`src/rtl/flash_arbiter_if.sv`:
```
// flash_arbiter_if: bundles the requester-side bus and the flash engine
// chipset bus of flash_arbiter.
//   master: requesters + flash engine view (drive req/addr and the engine's
//           ready/busy/dout; observe ack/rdata/status and flash_addr/flash_cs)
//   slave : arbiter view (the mirror image)
// Signals:
//   req[NREQ]       level read request per requester
//   addr[NREQ*24]   packed byte addresses, requester i at [24i+23:24i]
//   ack[NREQ]       one-cycle data-valid pulse per requester
//   rdata[8]        read byte shared by all requesters
//   active          a transfer is in progress
//   retries[8]      saturating count of timeout retries
//   flash_ready/flash_busy/flash_dout  engine status and read data
//   flash_addr/flash_cs                engine address and start trigger
interface flash_arbiter_if #(
  parameter int NREQ = 3
);
  logic [NREQ-1:0]    req;
  logic [NREQ*24-1:0] addr;
  logic [NREQ-1:0]    ack;
  logic [7:0]         rdata;
  logic               active;
  logic [7:0]         retries;
  logic               flash_ready;
  logic               flash_busy;
  logic [7:0]         flash_dout;
  logic [23:0]        flash_addr;
  logic               flash_cs;

  modport master (
    output req, addr, flash_ready, flash_busy, flash_dout,
    input  ack, rdata, active, retries, flash_addr, flash_cs
  );

  modport slave (
    input  req, addr, flash_ready, flash_busy, flash_dout,
    output ack, rdata, active, retries, flash_addr, flash_cs
  );
endinterface

```
`src/rtl/flash_arbiter.sv`:
```
// flash_arbiter: shares one SPI flash read engine between NREQ byte-read
// requesters. Grants one requester at a time, raises flash_cs to start the
// engine, retries when the engine does not respond with busy within TMO
// cycles, and returns the byte with a one-cycle ack.
// Ports:
//   clk     system clock, shared with the flash engine
//   resetn  asynchronous active-low reset
//   bus     flash_arbiter_if.slave (requester bus + engine bus + status)
// Parameters:
//   NREQ  number of requesters (2..8)
//   TMO   cycles to wait for flash_busy after flash_cs rises (4..255)
// Configuration macro:
//   FLASH_ARB_RR_EN  defined: round-robin arbitration starting at a pointer
//                    that advances past the last-served requester.
//                    undefined: fixed priority, lowest index wins.
module flash_arbiter #(
  parameter int NREQ = 3,
  parameter int TMO  = 15
) (
  input  logic           clk,
  input  logic           resetn,
  flash_arbiter_if.slave bus
);
  localparam int IW = (NREQ > 1) ? $clog2(NREQ) : 1;

  typedef enum logic [2:0] {IDLE, ISSUE, BACKOFF, XFER, DONE} state_t;

  state_t          state_q, state_d;
  logic [IW-1:0]   idx_q, idx_d;
  logic [23:0]     flash_addr_q, flash_addr_d;
  logic            flash_cs_q, flash_cs_d;
  logic [7:0]      cnt_q, cnt_d;
  logic [7:0]      rdata_q, rdata_d;
  logic [7:0]      retries_q, retries_d;
  logic [NREQ-1:0] ack_q, ack_d;
  logic [IW-1:0]   win_idx;

`ifdef FLASH_ARB_RR_EN
  logic [IW-1:0] ptr_q, ptr_d;

  // Search starts at the pointer and wraps; the first requester found wins.
  always_comb begin
    logic found;
    found   = 1'b0;
    win_idx = '0;
    for (int k = 0; k < NREQ; k++) begin
      if (!found && bus.req[(int'(ptr_q) + k) % NREQ]) begin
        found   = 1'b1;
        win_idx = IW'((int'(ptr_q) + k) % NREQ);
      end
    end
  end

  // Pointer moves past the requester just served, during its ack cycle.
  always_comb begin
    ptr_d = ptr_q;
    if (state_q == DONE) begin
      ptr_d = (int'(idx_q) == NREQ - 1) ? '0 : idx_q + 1'b1;
    end
  end

  always_ff @(posedge clk or negedge resetn) begin
    if (!resetn) ptr_q <= '0;
    else         ptr_q <= ptr_d;
  end
`else
  // Fixed priority: scanning downwards leaves the lowest requesting index.
  always_comb begin
    win_idx = '0;
    for (int k = NREQ - 1; k >= 0; k--) begin
      if (bus.req[k]) win_idx = IW'(k);
    end
  end
`endif

  always_comb begin
    state_d      = state_q;
    idx_d        = idx_q;
    flash_addr_d = flash_addr_q;
    flash_cs_d   = flash_cs_q;
    cnt_d        = cnt_q;
    rdata_d      = rdata_q;
    retries_d    = retries_q;
    ack_d        = '0;
    case (state_q)
      IDLE: begin
        if (bus.flash_ready && !bus.flash_busy && (bus.req != '0)) begin
          idx_d        = win_idx;
          flash_addr_d = bus.addr[24*int'(win_idx) +: 24];
          flash_cs_d   = 1'b1;
          cnt_d        = '0;
          state_d      = ISSUE;
        end
      end
      ISSUE: begin
        if (bus.flash_busy) begin
          flash_cs_d = 1'b0;
          state_d    = XFER;
        end else if (cnt_q == 8'(TMO)) begin
          // Engine missed the edge: drop cs and try again after a clean low.
          flash_cs_d = 1'b0;
          if (retries_q != 8'hFF) retries_d = retries_q + 8'd1;
          cnt_d   = '0;
          state_d = BACKOFF;
        end else begin
          cnt_d = cnt_q + 8'd1;
        end
      end
      BACKOFF: begin
        if (cnt_q == 8'd2) begin
          flash_cs_d = 1'b1;
          cnt_d      = '0;
          state_d    = ISSUE;
        end else begin
          cnt_d = cnt_q + 8'd1;
        end
      end
      XFER: begin
        if (!bus.flash_busy) begin
          rdata_d = bus.flash_dout;
          ack_d   = NREQ'(1) << idx_q;
          state_d = DONE;
        end
      end
      DONE:    state_d = IDLE;
      default: state_d = IDLE;
    endcase
  end

  always_ff @(posedge clk or negedge resetn) begin
    if (!resetn) begin
      state_q      <= IDLE;
      idx_q        <= '0;
      flash_addr_q <= '0;
      flash_cs_q   <= 1'b0;
      cnt_q        <= '0;
      rdata_q      <= '0;
      retries_q    <= '0;
      ack_q        <= '0;
    end else begin
      state_q      <= state_d;
      idx_q        <= idx_d;
      flash_addr_q <= flash_addr_d;
      flash_cs_q   <= flash_cs_d;
      cnt_q        <= cnt_d;
      rdata_q      <= rdata_d;
      retries_q    <= retries_d;
      ack_q        <= ack_d;
    end
  end

  assign bus.ack        = ack_q;
  assign bus.rdata      = rdata_q;
  assign bus.active     = (state_q != IDLE);
  assign bus.retries    = retries_q;
  assign bus.flash_addr = flash_addr_q;
  assign bus.flash_cs   = flash_cs_q;
endmodule

```
`src/flat_wrapper.sv`:
```
// flat-port wrapper written by rule: the top's interface ports become plain ports
module flash_arbiter_flat 
#(
  parameter int NREQ = 3,
  parameter int TMO  = 15
)
  (clk, resetn, bus_req, bus_addr, bus_flash_ready, bus_flash_busy, bus_flash_dout, bus_ack, bus_rdata, bus_active, bus_retries, bus_flash_addr, bus_flash_cs);
  flash_arbiter_if #(.NREQ(NREQ)) bus_i ();
  input  logic clk;
  input  logic resetn;
  input wire logic [$bits(bus_i.req)-1:0] bus_req;
  input wire logic [$bits(bus_i.addr)-1:0] bus_addr;
  input wire logic [$bits(bus_i.flash_ready)-1:0] bus_flash_ready;
  input wire logic [$bits(bus_i.flash_busy)-1:0] bus_flash_busy;
  input wire logic [$bits(bus_i.flash_dout)-1:0] bus_flash_dout;
  output wire logic [$bits(bus_i.ack)-1:0] bus_ack;
  output wire logic [$bits(bus_i.rdata)-1:0] bus_rdata;
  output wire logic [$bits(bus_i.active)-1:0] bus_active;
  output wire logic [$bits(bus_i.retries)-1:0] bus_retries;
  output wire logic [$bits(bus_i.flash_addr)-1:0] bus_flash_addr;
  output wire logic [$bits(bus_i.flash_cs)-1:0] bus_flash_cs;
  assign bus_i.req = bus_req;
  assign bus_i.addr = bus_addr;
  assign bus_i.flash_ready = bus_flash_ready;
  assign bus_i.flash_busy = bus_flash_busy;
  assign bus_i.flash_dout = bus_flash_dout;
  assign bus_ack = bus_i.ack;
  assign bus_rdata = bus_i.rdata;
  assign bus_active = bus_i.active;
  assign bus_retries = bus_i.retries;
  assign bus_flash_addr = bus_i.flash_addr;
  assign bus_flash_cs = bus_i.flash_cs;
  flash_arbiter #(.NREQ(NREQ), .TMO(TMO)) u_core (.clk(clk), .resetn(resetn), .bus(bus_i));
endmodule
```
`config.mk`:
```
export PLATFORM = sky130hd
export DESIGN_NAME = flash_arbiter_flat
export DESIGN_NICKNAME = d
export VERILOG_FILES = /design/src/rtl/flash_arbiter_if.sv /design/src/rtl/flash_arbiter.sv /design/src/flat_wrapper.sv
export SDC_FILE = /design/constraint.sdc
export NUM_CORES = 1
export LEC_CHECK = 0
export ABC_AREA = 1
export CORE_MARGIN = 3
export CORE_UTILIZATION = 40
export CTS_CLUSTER_SIZE = 12
export DETAILED_ROUTE_END_ITERATION = 12
export PLACE_DENSITY = 0.78
export SLEW_MARGIN = 20
export SYNTH_ARGS = -nofsm -noshare
export SYNTH_HDL_FRONTEND = slang
export SYNTH_SLANG_ARGS = --single-unit
```
`constraint.sdc`:
```
create_clock -name clk -period 3.8 [get_ports clk]
set_input_delay 0.76 -clock clk [delete_from_list [all_inputs] [get_ports clk]]
set_output_delay 0.76 -clock clk [all_outputs]
set_load 0.005 [all_outputs]
```
# Word-level counts from Yosys, hierarchy flattened
# Cells that the tools add are included.
dict set report word_totals {
  in_bits 87
  ff_bits 57
  output_inout_bits 45
}
dict set report op_classes {
  bitwise_logic 1
  muxes 21
  n_mul 1
  shifts 2
  eq_ne 11
  add_sub_neg 2
  n_reduce_logical 13
}
# cell count
set ops {}
lappend ops {{72-bit by 32-bit variable part select with 24-bit output} 1}
lappend ops {{8-bit 2-to-1 mux} 4}
lappend ops {{8-bit case mux with 3 select lines} 1}
lappend ops {{3-bit 2-to-1 mux} 7}
lappend ops {{8-bit by 1-bit adder with 8-bit output, second input constant} 2}
lappend ops {{3-bit case mux with 4 select lines} 1}
lappend ops {{4-bit AND reduction} 3}
lappend ops {{3-bit nonzero test} 3}
lappend ops {{8-bit by 2-bit equality test with 1-bit output, second input constant} 1}
lappend ops {{8-bit by 4-bit equality test with 1-bit output, second input constant} 1}
lappend ops {{8-bit inequality test, second input constant} 1}
lappend ops {{3-bit by 2-bit equality test with 1-bit output, second input constant} 2}
lappend ops {{2-bit 2-to-1 mux} 3}
lappend ops {{2-bit by 2-bit multiplier with 4-bit output, first input constant} 1}
lappend ops {{1-bit 2-to-1 mux} 4}
lappend ops {{2-bit by 1-bit inequality test with 1-bit output, second input constant} 2}
lappend ops {{2-bit inequality test, second input constant} 2}
lappend ops {{2-bit AND reduction} 2}
lappend ops {{3-bit by 1-bit equality test with 1-bit output, second input constant} 1}
lappend ops {{3-bit zero test} 1}
lappend ops {{3-bit by 2-bit inequality test with 1-bit output, second input constant} 1}
lappend ops {{1-bit case mux with 3 select lines} 1}
lappend ops {{3-bit AND reduction} 1}
lappend ops {{1-bit by 2-bit left shift with 3-bit output, first input constant} 1}
lappend ops {{3 further kinds} 4}

# Logic depth before layout (Yosys ltp)
dict set report depth {
  word_depth 5
  depth_mapped 10
  mapped_depth_nobuf 9
}

# Worst setup path before layout
# OpenSTA, ideal clock, no wires.
dict set report synth_path {
  path_type {input-to-reg}
  start {in bus_req[1]}
  end {reg u_core.flash_addr_q[10] (netlist: u_core.bus.flash_addr[10])}
  arrival_time_ns 1.568
  path_slack_ns 2.104
  path_stages 10
  n_path_buf 3
  cell_sequence {buf_4 nor2_1 nand2_1 nand2_2 nor2_4 buf_6 inv_4 buf_6 nand2_1 o21ai_2}
}
dict set report synth_between {
  elab_chain_cells 4
  elab_cells_between_ends 7
  cone_classes {mul: 1; shift: 1; mux: 2; reduce/logical: 3}
}
# element line
set synth_lines {}
lappend synth_lines {{start, declared} flat_wrapper.sv:11} ;# input wire logic [$bits(bus_i.req)-1:0] bus_req;
lappend synth_lines {{2-bit 2-to-1 mux (2 in a row)} flash_arbiter.sv:71} ;# if (bus.req[k]) win_idx = IW'(k);
lappend synth_lines {{2-bit by 2-bit multiplier with 4-bit output} flash_arbiter.sv:89} ;# flash_addr_d = bus.addr[24*int'(win_idx) +: 24];
lappend synth_lines {{72-bit by 32-bit variable part select with 24-bit output} flash_arbiter.sv:89}
lappend synth_lines {{end signal, assigned} flash_arbiter.sv:143} ;# flash_addr_q <= flash_addr_d;
lappend synth_lines {{end, declared} flash_arbiter.sv:30} ;# logic [23:0] flash_addr_q, flash_addr_d;
# Parallel ways exist; a longest one is shown, timed or not.
# A chain may end at the register's enable or synchronous reset.

# Worst setup path after layout
dict set report layout_path {
  start {in bus_req[2]}
  end {reg u_core.flash_addr_q[0] (netlist: u_core.bus.flash_addr[0])}
}
dict set report layout_between {
  elab_chain_cells 5
  elab_cells_between_ends 8
  cone_classes {mul: 1; shift: 1; mux: 3; reduce/logical: 3}
}
# element line
set layout_lines {}
lappend layout_lines {{2-bit 2-to-1 mux (3 in a row)} flash_arbiter.sv:71}
lappend layout_lines {{2-bit by 2-bit multiplier with 4-bit output} flash_arbiter.sv:89}
lappend layout_lines {{72-bit by 32-bit variable part select with 24-bit output} flash_arbiter.sv:89}
# Parallel ways exist; a longest one is shown, timed or not.

==> out/qor.yml <==
status:
  outcome: "finished clean"
synthesis:
  synth_xor_area_share_pct: 1.81
  synth-main-ff-cell: "dfrtp_1"
  synth_nets: 541
  ys_ff_latch: 57
  avgSynthCellArea_um2: 7.53
  synth_top_family_by_area: "simple AND/OR/NAND/NOR gates"
  synthesis.area_mm2: 0.00339
  synth-compound-area-share_pct: 11.6
  synthCells: 451
  yosysSeqAreaShare_pct: 42.0
  yosys_warnings: 0
  synth_cell_type_count: 31
  synth_mux_area_share_pct: 0
  synth_edf_count: 0
  yosys.area_share.simple_pct: 36.1
  synthArstFlopShare_pct: 100
  synth_fa_ha_area_share_pct: 1.11
grt:
  grtUsageTotal_pct: 20.2
  grt_pass1_wl_mm: 16.0
  grt_pass1_vias: 3472
  antenna_found_initial: 0
  grt_max_degree: 32
  grt_overflow: 0
placement:
  dp.cells: 667
  place_congestion: 0.837
  port_buffers: 131
  dp_slack_ns: 0.977
  hpwl_mm: 7.31
die:
  die_area_mm2: 0.00963
  io_pins: 132
  core_area_mm2: 0.00797
  die_y_um: 98.1
  start_util_pct: 42.6
  die_width_um: 98.1
  rows: 32
timing:
  rsz0062_at_grt: "no"
  relSlewSlack_pct: 52.7
  tightest_slew_ns: 0.708
  setup_violations: 0
  drv_slew: 0
  fin_crit_ns: 2.47
  fmax_ghz: 0.405
  tns_ns: 0
  post-route-worst-setup-slack_ns: 1.33
  hold_viol: 0
  timing.final.crit_share_pct: 65.0
  fin_skew_ns: 0.00918
cts:
  cts.repair.resized: 0
  clock_latency_ns: 0.33
  ctsRootBufferMaster: "clkbuf_8"
  cts_hold_buf: 0
  cts_tree: "yes"
  cts_made_buffers: 9
  clk_pin_slew_ns: 0.06
  post_cts_buffers: 0
  clockBufferDepth: 2
  htreeDepth: 3
  cts.sinks: 57
detailed_routing:
  drt-initial-drc-count: 92
  wl_mm: 9.65
  first_pass_iters: 5
  drc: 0
  ant_nets: 0
  drt-wirelength-per-cell_um: 14.1
  via_per_inst: 5.05
  vias: 3446
finish:
  nets: 666
  area_growth_syn_to_layout_pct: 44.6
  post_layout_nonfiller_instances: 683
  antennaDiodeCount: 0
  multi_input_area_mm2: 0.00172
  seq_area_mm2: 0.00143
  nFillCells: 670
  drive_gt1_share_pct: 11.2
setup_path:
  cp_data_required_time_ns: 4.00
  worst_r2r_path_depth: 6
  path_max_fanout: 29
  cp.arrival_ns: 2.67
  crit_type: "in2reg"
  r2r_end: "u_core.bus.flash_addr[0]"
  worstSetupEndpoint: "u_core.bus.flash_addr[0]"
  crit_start: "bus_req[2]"
  start_kind: "primary input"
  endpoint_kind: "flip-flop"
  reg2reg_slack_ns: 1.92
  r2r-start: "u_core.state_q[0]"
power_and_ir_drop:
  power.switching_mw: 0.884
  leakage_nw: 2.27
  clock_power_share_pct: 21.5
  p_sw_share_pct: 34.8
  seqPwrFrac_pct: 38.1
  internal-power_mw: 1.66
  peakVddDrop_v: 0.000195
  comb_power_share_pct: 40.4
  power_mw: 2.54
  power.density_mw_per_mm2: 518
flow_run:
  cap_violations: 0
hold_path:
  hold_class: "in2async"
## placed cells by master (no fill, tap or decap), types with 2 or more instances in the layout
cell type	count
a31oi_1	2
buf_4	4
clkbuf_1	2
clkbuf_8	9
clkdlybuf4s50_1	130
clkinv_2	2
dfrtp_1	57
ha_1	3
inv_1	22
inv_2	6
nand2_1	195
nand2_2	5
nand3_1	18
nand4_1	5
nor2_1	12
nor2_2	3
nor2_4	3
nor3_1	2
nor3_2	3
nor4_1	24
o21ai_0	21
o21ai_1	14
o21ai_2	22
xnor2_1	2
xor2_1	5
## state kept, by name, summed over array words and instances (netlist names)
signal	cells
u_core.state_q	3
u_core.bus.ack	3
u_core.cnt_q	8
u_core.bus.flash_addr	24
u_core.bus.rdata	8
u_core.idx_q	2
u_core.bus.flash_cs	1
u_core.bus.retries	8
## kinds of logic (layout without fill, tap and decap cells)
family                     count (synthesis)  after routing
and+or+nand+nor                          273            273
DFF                                       57             57
adders and majority gates                  3              3
buffers and inverters                     50            180
AOI/OAI and AO/OA                         61             61
xor gates and xnor gates                   7              7
## how the worst min path moves through the flow
stage | startpoint | to
finish | resetn | u_core.cnt_q[7]
global route | resetn | u_core.bus.rdata[2]
detailed placement | u_core.bus.rdata[0] | u_core.bus.rdata[0]
CTS | resetn | u_core.bus.rdata[2]
global placement | u_core.bus.rdata[6] | u_core.bus.rdata[6]
floorplan | resetn | u_core.bus.ack[0]
## final cells by class
class | instances | share of cell area (%)
clock buffers | 11 | 2.68
clock inverters | 5 | 1.15
inverters | 29 | 2.27
multi-input cells | 344 | 35.0
flip-flops and latches | 57 | 29.1
well taps | 102 | 2.60
repair buffers | 135 | 27.2
## critical path, stage by stage
cell             delay (ns)
clkdlybuf4s50_1        0.47
inv_2                  0.19
nand2_1                0.15
nand2_2                0.08
nor2_4                 0.55
inv_4                  0.24
nand2_1                0.12
o21ai_0                0.08
## Yosys cell counts, types with 2 or more instances
cell type / number / area (µm²)
nand2_1: 195 / 732
dfrtp_1: 57 / 1430
nor4_1: 24 / 150
inv_1: 22 / 82.6
o21ai_2: 22 / 193
o21ai_0: 21 / 105
nand3_1: 18 / 90.1
o21ai_1: 14 / 70.1
nor2_1: 12 / 45.0
buf_2: 6 / 30.0
clkbuf_1: 6 / 22.5
inv_2: 6 / 22.5
buf_4: 5 / 37.5
nand2_2: 5 / 31.3
nand4_1: 5 / 31.3
xor2_1: 5 / 43.8
buf_6: 3 / 33.8
ha_1: 3 / 37.5
nor2_2: 3 / 18.8
nor2_4: 3 / 33.8
nor3_2: 3 / 30.0
a31oi_1: 2 / 12.5
nor3_1: 2 / 10.0
xnor2_1: 2 / 17.5
## through the flow
| step | hold slack, ns | area (µm²) | util, % |
|---|---|---|---|
| finish | 0.448 | 4910 | 61.6 |
| global route | 0.481 | 4910 | 61.6 |
| CTS | 0.458 | 4910 | 61.6 |
| detailed placement | 0.463 | 4720 | 59.2 |
| global placement | 0.457 | 4720 | 59.2 |
| floorplan | 0.459 | 3390 | - |
## power groups by stage
stage / clock [mW] / sequential, mW / combinational [mW]
final: 0.546 / 0.969 / 1.03
after global routing: 0.583 / 0.995 / 1.13
after CTS: 0.560 / 0.969 / 1.05
after detailed placement: 0 / 0.974 / 1.04
after global placement: 0 / 0.974 / 1.02
after floorplan: 0 / 0.949 / 0.492
## per-layer routing
metal	vias to the layer above	part of all wire, %	global-route usage [%]
li1	1727	-	-
met1	1586	41	23.9
met2	125	51	35.9
met3	8	7.0	4.79
met4	0	0.81	6.82
met5	-	0	0
(Power assumes the default switching activity.)
